[config.mk]
export PLATFORM = sky130hd
export DESIGN_NAME = rr_mux_feeder_flat
export DESIGN_NICKNAME = d
export VERILOG_FILES = /design/src/rtl/rr_mux_feeder_if.sv /design/src/rtl/rr_mux_feeder.sv /design/src/flat_wrapper.sv
export SDC_FILE = /design/constraint.sdc
export NUM_CORES = 1
export LEC_CHECK = 0
export BUFFER_PORTS_ARGS = -buffer_cell sky130_fd_sc_hd__buf_4
export CAP_MARGIN = 25
export CORE_MARGIN = 2
export CORE_UTILIZATION = 57
export DETAILED_ROUTE_END_ITERATION = 6
export PLACE_DENSITY = 0.82
export SYNTH_ARGS = -nofsm -noshare
export SYNTH_HDL_FRONTEND = slang
export SYNTH_SLANG_ARGS = --single-unit
[constraint.sdc]
create_clock -name clk -period 2.7 [get_ports clk]
set_clock_uncertainty 0.2 [all_clocks]
set_input_delay 0.405 -clock clk [delete_from_list [all_inputs] [get_ports clk]]
set_output_delay 0.405 -clock clk [all_outputs]
set_load 0.05 [all_outputs]
[src/rtl/rr_mux_feeder_if.sv]
// rr_mux_feeder_if
// Bundles the two input streams, the output stream and the occupancy
// taps of the round-robin feeder.
//   A, A_valid, A_ready : channel A 2-bit word stream
//   B, B_valid, B_ready : channel B 2-bit word stream
//   Y, Y_valid, Y_ready : registered output word stream
//   Select              : source of Y (0 = A, 1 = B)
//   A_count, B_count    : per-channel FIFO occupancy
// The master modport is the feeder's view; slave is the surrounding
// environment (producers on A/B, consumer on Y).
interface rr_mux_feeder_if #(
  parameter int DEPTH = 4
);
  localparam int CNT_W = $clog2(DEPTH) + 1;

  logic [1:0]       A;
  logic             A_valid;
  logic             A_ready;
  logic [1:0]       B;
  logic             B_valid;
  logic             B_ready;
  logic [1:0]       Y;
  logic             Y_valid;
  logic             Y_ready;
  logic             Select;
  logic [CNT_W-1:0] A_count;
  logic [CNT_W-1:0] B_count;

  modport master (
    input  A, A_valid, B, B_valid, Y_ready,
    output A_ready, B_ready, Y, Y_valid, Select, A_count, B_count
  );

  modport slave (
    output A, A_valid, B, B_valid, Y_ready,
    input  A_ready, B_ready, Y, Y_valid, Select, A_count, B_count
  );
endinterface

[src/rtl/rr_mux_feeder.sv]
// rr_mux_feeder
// Two-channel buffered round-robin feeder for the 2-bit select-mux
// datapath. Each input stream lands in its own DEPTH-entry FIFO; the
// output stage alternates fairly between non-empty channels and presents
// one registered word per transfer together with Select (0 = A, 1 = B).
// Ports:
//   clk     : rising-edge clock
//   reset_n : asynchronous active-low reset
//   bus     : rr_mux_feeder_if.master (A/B input streams, Y output
//             stream, Select, per-channel occupancy counts)
// DEPTH must be a power of two and at least 2 so the pointers wrap
// naturally at DEPTH-1 -> 0.
module rr_mux_feeder #(
  parameter int DEPTH = 4
) (
  input  logic           clk,
  input  logic           reset_n,
  rr_mux_feeder_if.master bus
);
  localparam int CNT_W = $clog2(DEPTH) + 1;
  localparam int PTR_W = $clog2(DEPTH);

  // Per-channel views: index 0 = A, 1 = B.
  logic [1:0]       din      [2];
  logic [1:0]       head     [2];
  logic [CNT_W-1:0] cnt      [2];
  logic [1:0]       in_valid;
  logic [1:0]       in_ready;
  logic [1:0]       push;
  logic [1:0]       pop;
  logic [1:0]       nonempty;

  logic [1:0] y_reg;
  logic       y_valid_reg;
  logic       select_reg;
  logic       last_grant_reg;
  logic       chosen;
  logic       load;

  assign din[0]      = bus.A;
  assign din[1]      = bus.B;
  assign in_valid[0] = bus.A_valid;
  assign in_valid[1] = bus.B_valid;

  generate
    for (genvar gi = 0; gi < 2; gi++) begin : g_fifo
      logic [1:0]       mem [DEPTH];
      logic [PTR_W-1:0] wptr_reg;
      logic [PTR_W-1:0] rptr_reg;
      logic [CNT_W-1:0] cnt_reg;

      // Ready looks only at the registered count, so a full FIFO refuses
      // a push even in a cycle where it is also being popped.
      assign in_ready[gi] = reset_n && (cnt_reg != CNT_W'(DEPTH));
      assign push[gi]     = in_valid[gi] && in_ready[gi];
      assign nonempty[gi] = (cnt_reg != '0);
      assign head[gi]     = mem[rptr_reg];
      assign cnt[gi]      = cnt_reg;

      // Storage needs no reset: pointers and count define what is valid.
      always_ff @(posedge clk) begin
        if (push[gi]) begin
          mem[wptr_reg] <= din[gi];
        end
      end

      always_ff @(posedge clk or negedge reset_n) begin
        if (!reset_n) begin
          wptr_reg <= '0;
          rptr_reg <= '0;
          cnt_reg  <= '0;
        end else begin
          if (push[gi]) begin
            wptr_reg <= wptr_reg + 1'b1;
          end
          if (pop[gi]) begin
            rptr_reg <= rptr_reg + 1'b1;
          end
          case ({push[gi], pop[gi]})
            2'b10:   cnt_reg <= cnt_reg + 1'b1;
            2'b01:   cnt_reg <= cnt_reg - 1'b1;
            default: cnt_reg <= cnt_reg;
          endcase
        end
      end
    end
  endgenerate

  // With both channels holding data, hand the grant to the one that did
  // not win last time; otherwise take whichever one has data (the value
  // when both are empty is irrelevant because load is then low).
  assign chosen = (&nonempty) ? ~last_grant_reg : ~nonempty[0];
  assign load   = (!y_valid_reg || bus.Y_ready) && (|nonempty);
  assign pop    = load ? (chosen ? 2'b10 : 2'b01) : 2'b00;

  always_ff @(posedge clk or negedge reset_n) begin
    if (!reset_n) begin
      y_reg          <= '0;
      y_valid_reg    <= 1'b0;
      select_reg     <= 1'b0;
      last_grant_reg <= 1'b1;  // makes A win the first tie
    end else if (load) begin
      y_reg          <= head[chosen];
      select_reg     <= chosen;
      y_valid_reg    <= 1'b1;
      last_grant_reg <= chosen;
    end else if (y_valid_reg && bus.Y_ready) begin
      // Word consumed and nothing to replace it: Y and Select keep their
      // last values, only the valid flag drops.
      y_valid_reg <= 1'b0;
    end
  end

  assign bus.A_ready = in_ready[0];
  assign bus.B_ready = in_ready[1];
  assign bus.A_count = cnt[0];
  assign bus.B_count = cnt[1];
  assign bus.Y       = y_reg;
  assign bus.Y_valid = y_valid_reg;
  assign bus.Select  = select_reg;
endmodule

[src/flat_wrapper.sv]
// flat-port wrapper written by rule: the top's interface ports become plain ports
module rr_mux_feeder_flat 
#(
  parameter int DEPTH = 4
)
  (clk, reset_n, bus_A, bus_A_valid, bus_B, bus_B_valid, bus_Y_ready, bus_A_ready, bus_B_ready, bus_Y, bus_Y_valid, bus_Select, bus_A_count, bus_B_count);
  rr_mux_feeder_if #(.DEPTH(DEPTH)) bus_i ();
  input  logic clk;
  input  logic reset_n;
  input wire logic [$bits(bus_i.A)-1:0] bus_A;
  input wire logic [$bits(bus_i.A_valid)-1:0] bus_A_valid;
  input wire logic [$bits(bus_i.B)-1:0] bus_B;
  input wire logic [$bits(bus_i.B_valid)-1:0] bus_B_valid;
  input wire logic [$bits(bus_i.Y_ready)-1:0] bus_Y_ready;
  output wire logic [$bits(bus_i.A_ready)-1:0] bus_A_ready;
  output wire logic [$bits(bus_i.B_ready)-1:0] bus_B_ready;
  output wire logic [$bits(bus_i.Y)-1:0] bus_Y;
  output wire logic [$bits(bus_i.Y_valid)-1:0] bus_Y_valid;
  output wire logic [$bits(bus_i.Select)-1:0] bus_Select;
  output wire logic [$bits(bus_i.A_count)-1:0] bus_A_count;
  output wire logic [$bits(bus_i.B_count)-1:0] bus_B_count;
  assign bus_i.A = bus_A;
  assign bus_i.A_valid = bus_A_valid;
  assign bus_i.B = bus_B;
  assign bus_i.B_valid = bus_B_valid;
  assign bus_i.Y_ready = bus_Y_ready;
  assign bus_A_ready = bus_i.A_ready;
  assign bus_B_ready = bus_i.B_ready;
  assign bus_Y = bus_i.Y;
  assign bus_Y_valid = bus_i.Y_valid;
  assign bus_Select = bus_i.Select;
  assign bus_A_count = bus_i.A_count;
  assign bus_B_count = bus_i.B_count;
  rr_mux_feeder #(.DEPTH(DEPTH)) u_core (.clk(clk), .reset_n(reset_n), .bus(bus_i));
endmodule
* Word level (Yosys, flattened, before mapping)
Memories as Yosys holds them, arrays and structs flattened.
Index checks and enable logic that the tools add are counted.
** Operators by class
- $lt $le $gt $ge :: 1
- Reductions and logical operators :: 15
- $add $sub $neg :: 8
- Multiplexer cells :: 14
- Equality and inequality tests :: 6
- Bitwise gates (word level) :: 3
** Operators by type and width (number)
- 3-bit one-hot mux with 2 select lines :: 2
- 2-bit two-way mux :: 5
- 2-bit by 1-bit adder with 2-bit output, second input constant :: 4
- 1-bit two-way mux :: 7
- 3-bit by 1-bit adder with 3-bit output, second input constant :: 2
- 1-bit logical AND :: 6
- 3-bit inequality test, second input constant :: 2
- 2-bit nonzero test :: 3
- 3-bit nonzero test :: 2
- 3-bit by 1-bit subtractor with 3-bit output, second input constant :: 2
- 2-bit by 1-bit == test with 1-bit output, second input constant :: 2
- 2-bit == test, second input constant :: 2
- 2-bit greater-or-equal comparator, second input constant :: 1
- 1-bit inverter :: 2
- 1-bit inverter with 2-bit output :: 1
- 2-bit AND reduction :: 1
- 2-bit OR reduction :: 1
- 1-bit logical NOT :: 1
- 1-bit logical OR :: 1
** Word-level totals
- Logic and storage cells :: 59
- Output and inout port bits :: 12
- Memories kept :: 2
- Bits in writable memories :: 16
- Register bits after elaboration :: 19
- Input port bits :: 9
** Memory list
- u_core.g_fifo[0].mem :: words 4, bits a word 2, rd ports 1, clocked after Yosys merged registers in 0, write ports 1, line rr_mux_feeder.sv:47 : logic [1:0] mem [DEPTH];
- u_core.g_fifo[1].mem :: words 4, bits a word 2, rd ports 1, clocked after Yosys merged registers in 0, write ports 1, line rr_mux_feeder.sv:47

* Depth between registers and ports, before layout
- Depth in word-level cells :: 7
- Mapped depth :: 10
- Mapped depth without buffers :: 9

* Worst setup path before layout
Ideal clock, no wire load.
- Path kind :: reg-to-reg
- Start :: reg u_core.g_fifo[0].cnt_reg[0], in the netlist u_core.bus.A_count[0]
- End :: reg u_core.g_fifo[1].cnt_reg[2], in the netlist u_core.bus.B_count[2]
- Period minus slack after synthesis :: 2.584 ns
- Path slack :: 0.116 ns
- Buffers on the path :: 1
- Cell stages (with the launch flop) :: 10
- Library setup time :: 0.080 ns
- Data arrival time :: 2.303 ns
- Path through :: dfrtp_1 buf_6 o31ai_2 and3_4 ha_1 inv_1 fa_1 xor2_1 nor2_1 xnor2_1
** On the way
- Longest elaborated chain between the ends :: 7
- Elaborated cells between the ends (all ways) :: 12
- Those cells by class :: eq/ne: 2; mux: 4; bitwise: 1; reduce/logical: 5
** RTL lines
- start, declared :: line rr_mux_feeder.sv:50 : logic [CNT_W-1:0] cnt_reg;
- start signal, assigned :: line rr_mux_feeder.sv:80 : 2'b10: cnt_reg <= cnt_reg + 1'b1;
- start signal, assigned :: line rr_mux_feeder.sv:81 : 2'b01: cnt_reg <= cnt_reg - 1'b1;
- start signal, assigned :: line rr_mux_feeder.sv:82 : default: cnt_reg <= cnt_reg;
- 3-bit nonzero test * :: line rr_mux_feeder.sv:56 : assign nonempty[gi] = (cnt_reg != '0);
- 2-bit AND reduction or 1-bit inverter (tied branches) :: line rr_mux_feeder.sv:92 : assign chosen = (&nonempty) ? ~last_grant_reg : ~nonempty[0];
- 1-bit two-way mux :: line rr_mux_feeder.sv:92
- 2-bit two-way mux :: line rr_mux_feeder.sv:94 : assign pop = load ? (chosen ? 2'b10 : 2'b01) : 2'b00;
- 2-bit two-way mux * :: line rr_mux_feeder.sv:94
- net u_core.pop[1] :: line rr_mux_feeder.sv:30 : logic [1:0] pop;
- 2-bit by 1-bit == test with 1-bit output or 2-bit == test (tied branches) :: line rr_mux_feeder.sv:79 : case ({push[gi], pop[gi]})
- 3-bit one-hot mux with 2 select lines or 2-bit nonzero test (tied branches)
- end signal, assigned :: line rr_mux_feeder.sv:80
- end signal, assigned :: line rr_mux_feeder.sv:81
- end signal, assigned :: line rr_mux_feeder.sv:82
- end, declared :: line rr_mux_feeder.sv:50
The timed path passes the listed nets; every way through them passes the cells marked *.
A chain may end at the register's enable or synchronous reset.

* Final worst setup path
- Start :: reg u_core.g_fifo[1].cnt_reg[1], in the netlist u_core.bus.B_count[1]
- End :: reg u_core.g_fifo[0].cnt_reg[2], in the netlist u_core.bus.A_count[2]
** On the way
- Longest elaborated chain between the ends :: 7
- Elaborated cells between the ends (all ways) :: 11
- Those cells by class :: eq/ne: 2; mux: 4; reduce/logical: 5
** RTL lines (line)
- 3-bit nonzero test * :: rr_mux_feeder.sv:56
- 2-bit AND reduction :: rr_mux_feeder.sv:92
- 1-bit two-way mux :: rr_mux_feeder.sv:92
- 2-bit two-way mux :: rr_mux_feeder.sv:94
- 2-bit two-way mux * :: rr_mux_feeder.sv:94
- net u_core.pop[0] :: rr_mux_feeder.sv:30
- 2-bit by 1-bit == test with 1-bit output or 2-bit == test (tied branches) :: rr_mux_feeder.sv:79
- 3-bit one-hot mux with 2 select lines or 2-bit nonzero test (tied branches)
Marked as above.

==> results.md <==
* Clock-pin slew on the worst setup and hold paths at 120 ps
* PD cells at 1180 mW/mm^2
* Synth Register Bits at 35
* Max_slew headroom at 0.720
* Clock Power Share at 0.117
* CP Launch Type: register
* Die X at roughly 59 um
* Routed WL per cell at 15.0 um
* CTS Buffer Depth at 2
* Crit end category: register
* Final setup viols at 0
* Number of remaining DRC errors at 0
* Status: complete, no violations
* Internal power at 1320 uW
* Critical path, cell by cell: nor3_2 > o211ai_4 > inv_1 > ha_1 > inv_1 > fa_1 > xor2_1 > nor2_1 > xnor2_1
* Drt first pass iters at 4
* Reg2reg end: u_core.bus.A_count[2]
* Die Span Y at around 59 um
* Final Hold Fails at 0
* CTS buffer count at 5
* Final HPWL DP at 2150 um
* Min-Delay Path Class: primary input to register
* Min-delay src: bus_A[1]
* Switching Share at 0.438
* Non-Filler Instances at 183
* Critical path class: register to register
* Switching pwr at 1030 uW
* Syn_area_per_cell at 14.4 um^2
* Crit path max-delay family: adder cells
* Gpl congestion at 0.786
* Buffer and inverter count on the worst path at 2
* Pins Over Slew Limit at 0
* Vias at 992
* RSZ-0062 raised after global routing: false
* Hold slack final at 66.0 ps
* Vias per cell at 5.42
* Htree depth at 2
* Largest net degree at the start of global routing at 15
* Sequential fraction of design power at 0.398
* Clk_lat worst skew at 340 ps
* CP dominant cell by count: inv_1
* Die area at 0.00351 mm^2
* Distinct cells, synth at 35
* Post-DRT Antenna Nets at 0
* GRT Total Usage at 0.185
* Max reg flops at 16
* Cells after synthesis at 121
* Post-route setup slack at 274 ps
* P&R area growth vs syn at 14.6%
* Hold bufs inserted after CTS at 1
* Row cnt at 20
* Placed cell count at around 170
* Setup WS pre-CTS at roughly 280 ps
* Antenna cells at 0
* Worst EP required at 2760 ps
* Max_cap viols at 0
* Critical Path Sink: u_core.bus.A_count[2]
* Max Fclk at 0.412 GHz
* Static leakage at 0.000846 uW
* Mapped cell area at 0.00174 mm^2
* Nets at 170
* Design Power at 2360 uW
* Worst R2R Start: u_core.bus.B_count[1]
* DRT Wirelength at 2750 um
* Initial antenna violation count at 0
* Levels on crit path at 9
* First-iteration detailed-routing DRC count at 26
* Post-CTS Setup Inserts at 0
* Number of synthesis warnings at 0
* Worst slew pin tran at 418 ps
* Max incr delay on CP at 490 ps
* Sink Count at 35
* Max VDD drop at just under 0.5 mV
* Reg2Reg Depth at 9
* Post-CTS resize count at 0
* Port Buffer Count at 20
* Vias in the first global route at 1007
* Clock root buffer: clkbuf_4
* Max FO, Critical Path at 7
* CP Launch Point: u_core.bus.B_count[1]
* Initial Util at 0.585
* Period minus WS final at 2430 ps
* Post-synthesis sequential area ratio at 0.550
* Worst hold stages at 1
* Worst path slowest cell: dfrtp_1
* Ports at 21
* Final TNS setup at 0 ps
* Worst reg2reg setup slack at ~270 ps
* Core area at 0.00298 mm^2
* Gate power share at 0.485
* Syn nets at around 140
* Post-route clock period utilization at 0.898
* First-pass GRT wire length at 4630 um
* TritonCTS clock tree: done
* Worst Path Arrival at roughly 2500 ps
* Layout cell share with drive strength beyond 1 at 0.313
* Grt total ovfl at 0
-- area by class of cell --
cell class / instances / area, um^2
Sequential cell: 35 / 957
Clock inverter: 2 / 12.5
Multi-Input combinational cell: 65 / 697
Tap cell: 33 / 41.3
Clock buffer: 6 / 41.3
Timing Repair Buffer: 23 / 175
Fill cell: 217 / 982
Inverter: 19 / 71.3
-- per-layer routing --
layer,share of wire,track usage,vias up
met4,0.016,0.0682,0
met1,0.42,0.215,491
met5,0,0,-
met2,0.51,0.319,21
met3,0.049,0.0590,5
li1,-,-,475
-- synth_stat cells --
cell type	n	area [um^2]
dfrtp_1	18	450
dfstp_2	1	26.3
buf_6	1	11.3
nand2_1	1	3.75
o311a_4	2	42.5
o31ai_2	1	12.5
buf_2	1	5.00
xnor2_1	9	78.8
o21a_1	2	15.0
o221ai_1	2	17.5
inv_1	18	67.6
or3_4	2	22.5
and3_4	1	11.3
fa_1	2	40.0
o31a_2	1	10.0
inv_2	1	3.75
xor2_2	1	16.3
o2111ai_1	1	8.76
nor3_2	1	10.0
nor2_1	2	7.51
mux2i_1	1	10.0
nor3_1	1	5.00
mux2_4	2	30.0
o21ai_0	1	5.00
and2_1	8	50.1
edfxtp_1	16	480
o211ai_4	1	21.3
o31a_1	1	8.76
nand4_1	3	18.8
ha_1	10	125
nand3_1	1	5.00
nand2b_1	1	6.26
a21boi_1	1	7.51
mux4_2	4	90.1
xor2_1	2	17.5
-- cell usage in the layout, fill, tap and decap left out, types with 3 or more instances in the layout --
master,n
clkbuf_4,5
inv_1,18
mux4_2,4
edfxtp_1,16
xnor2_1,9
buf_4,22
dfrtp_1,18
nand4_1,3
ha_1,10
and2_1,8
-- logic make-up (layout without fill, tap and decap cells) --
family / Yosys count / count (layout) / share of synthesized area
AO/OA/AOI/OAI: 13 / 13 / 0.0855
adder cells (fa/ha/maj): 12 / 12 / 0.0948
multiplexers: 7 / 7 / 0.0747
XOR/XNOR: 12 / 12 / 0.0647
flip-flops: 35 / 35 / 0.550
AND/OR/NAND/NOR: 21 / 21 / 0.0805
buffers and inverters: 21 / 50 / 0.0503
-- power groups by stage --
stage	registers [uW]	clock network [uW]	logic, uW
finish	937	276	1140
global route	969	307	1250
CTS	940	287	1160
detailed placement	952	0	1150
global placement	936	0	1110
floorplan	1150	0	658
-- through the flow --
stage                     cell area, um^2   util
after global placement               1930  0.649
after CTS                            2000  0.670
after detailed placement             1930  0.649
final                                2000  0.670
after floorplan                      1740      -
after global routing                 2000  0.670
-- worst min path at each step --
stage                                 end  slack, ps
6_report       u_core.g_fifo[0].mem[0][1]         70
5_1_grt        u_core.g_fifo[0].mem[2][1]         40
4_1_cts        u_core.g_fifo[0].mem[0][1]         40
3_5_place_dp        u_core.bus.A_count[1]         50
3_3_place_gp        u_core.bus.A_count[1]         40
2_1_floorplan       u_core.bus.A_count[0]        -90
Note: power is estimated with default switching activity, not from simulation.
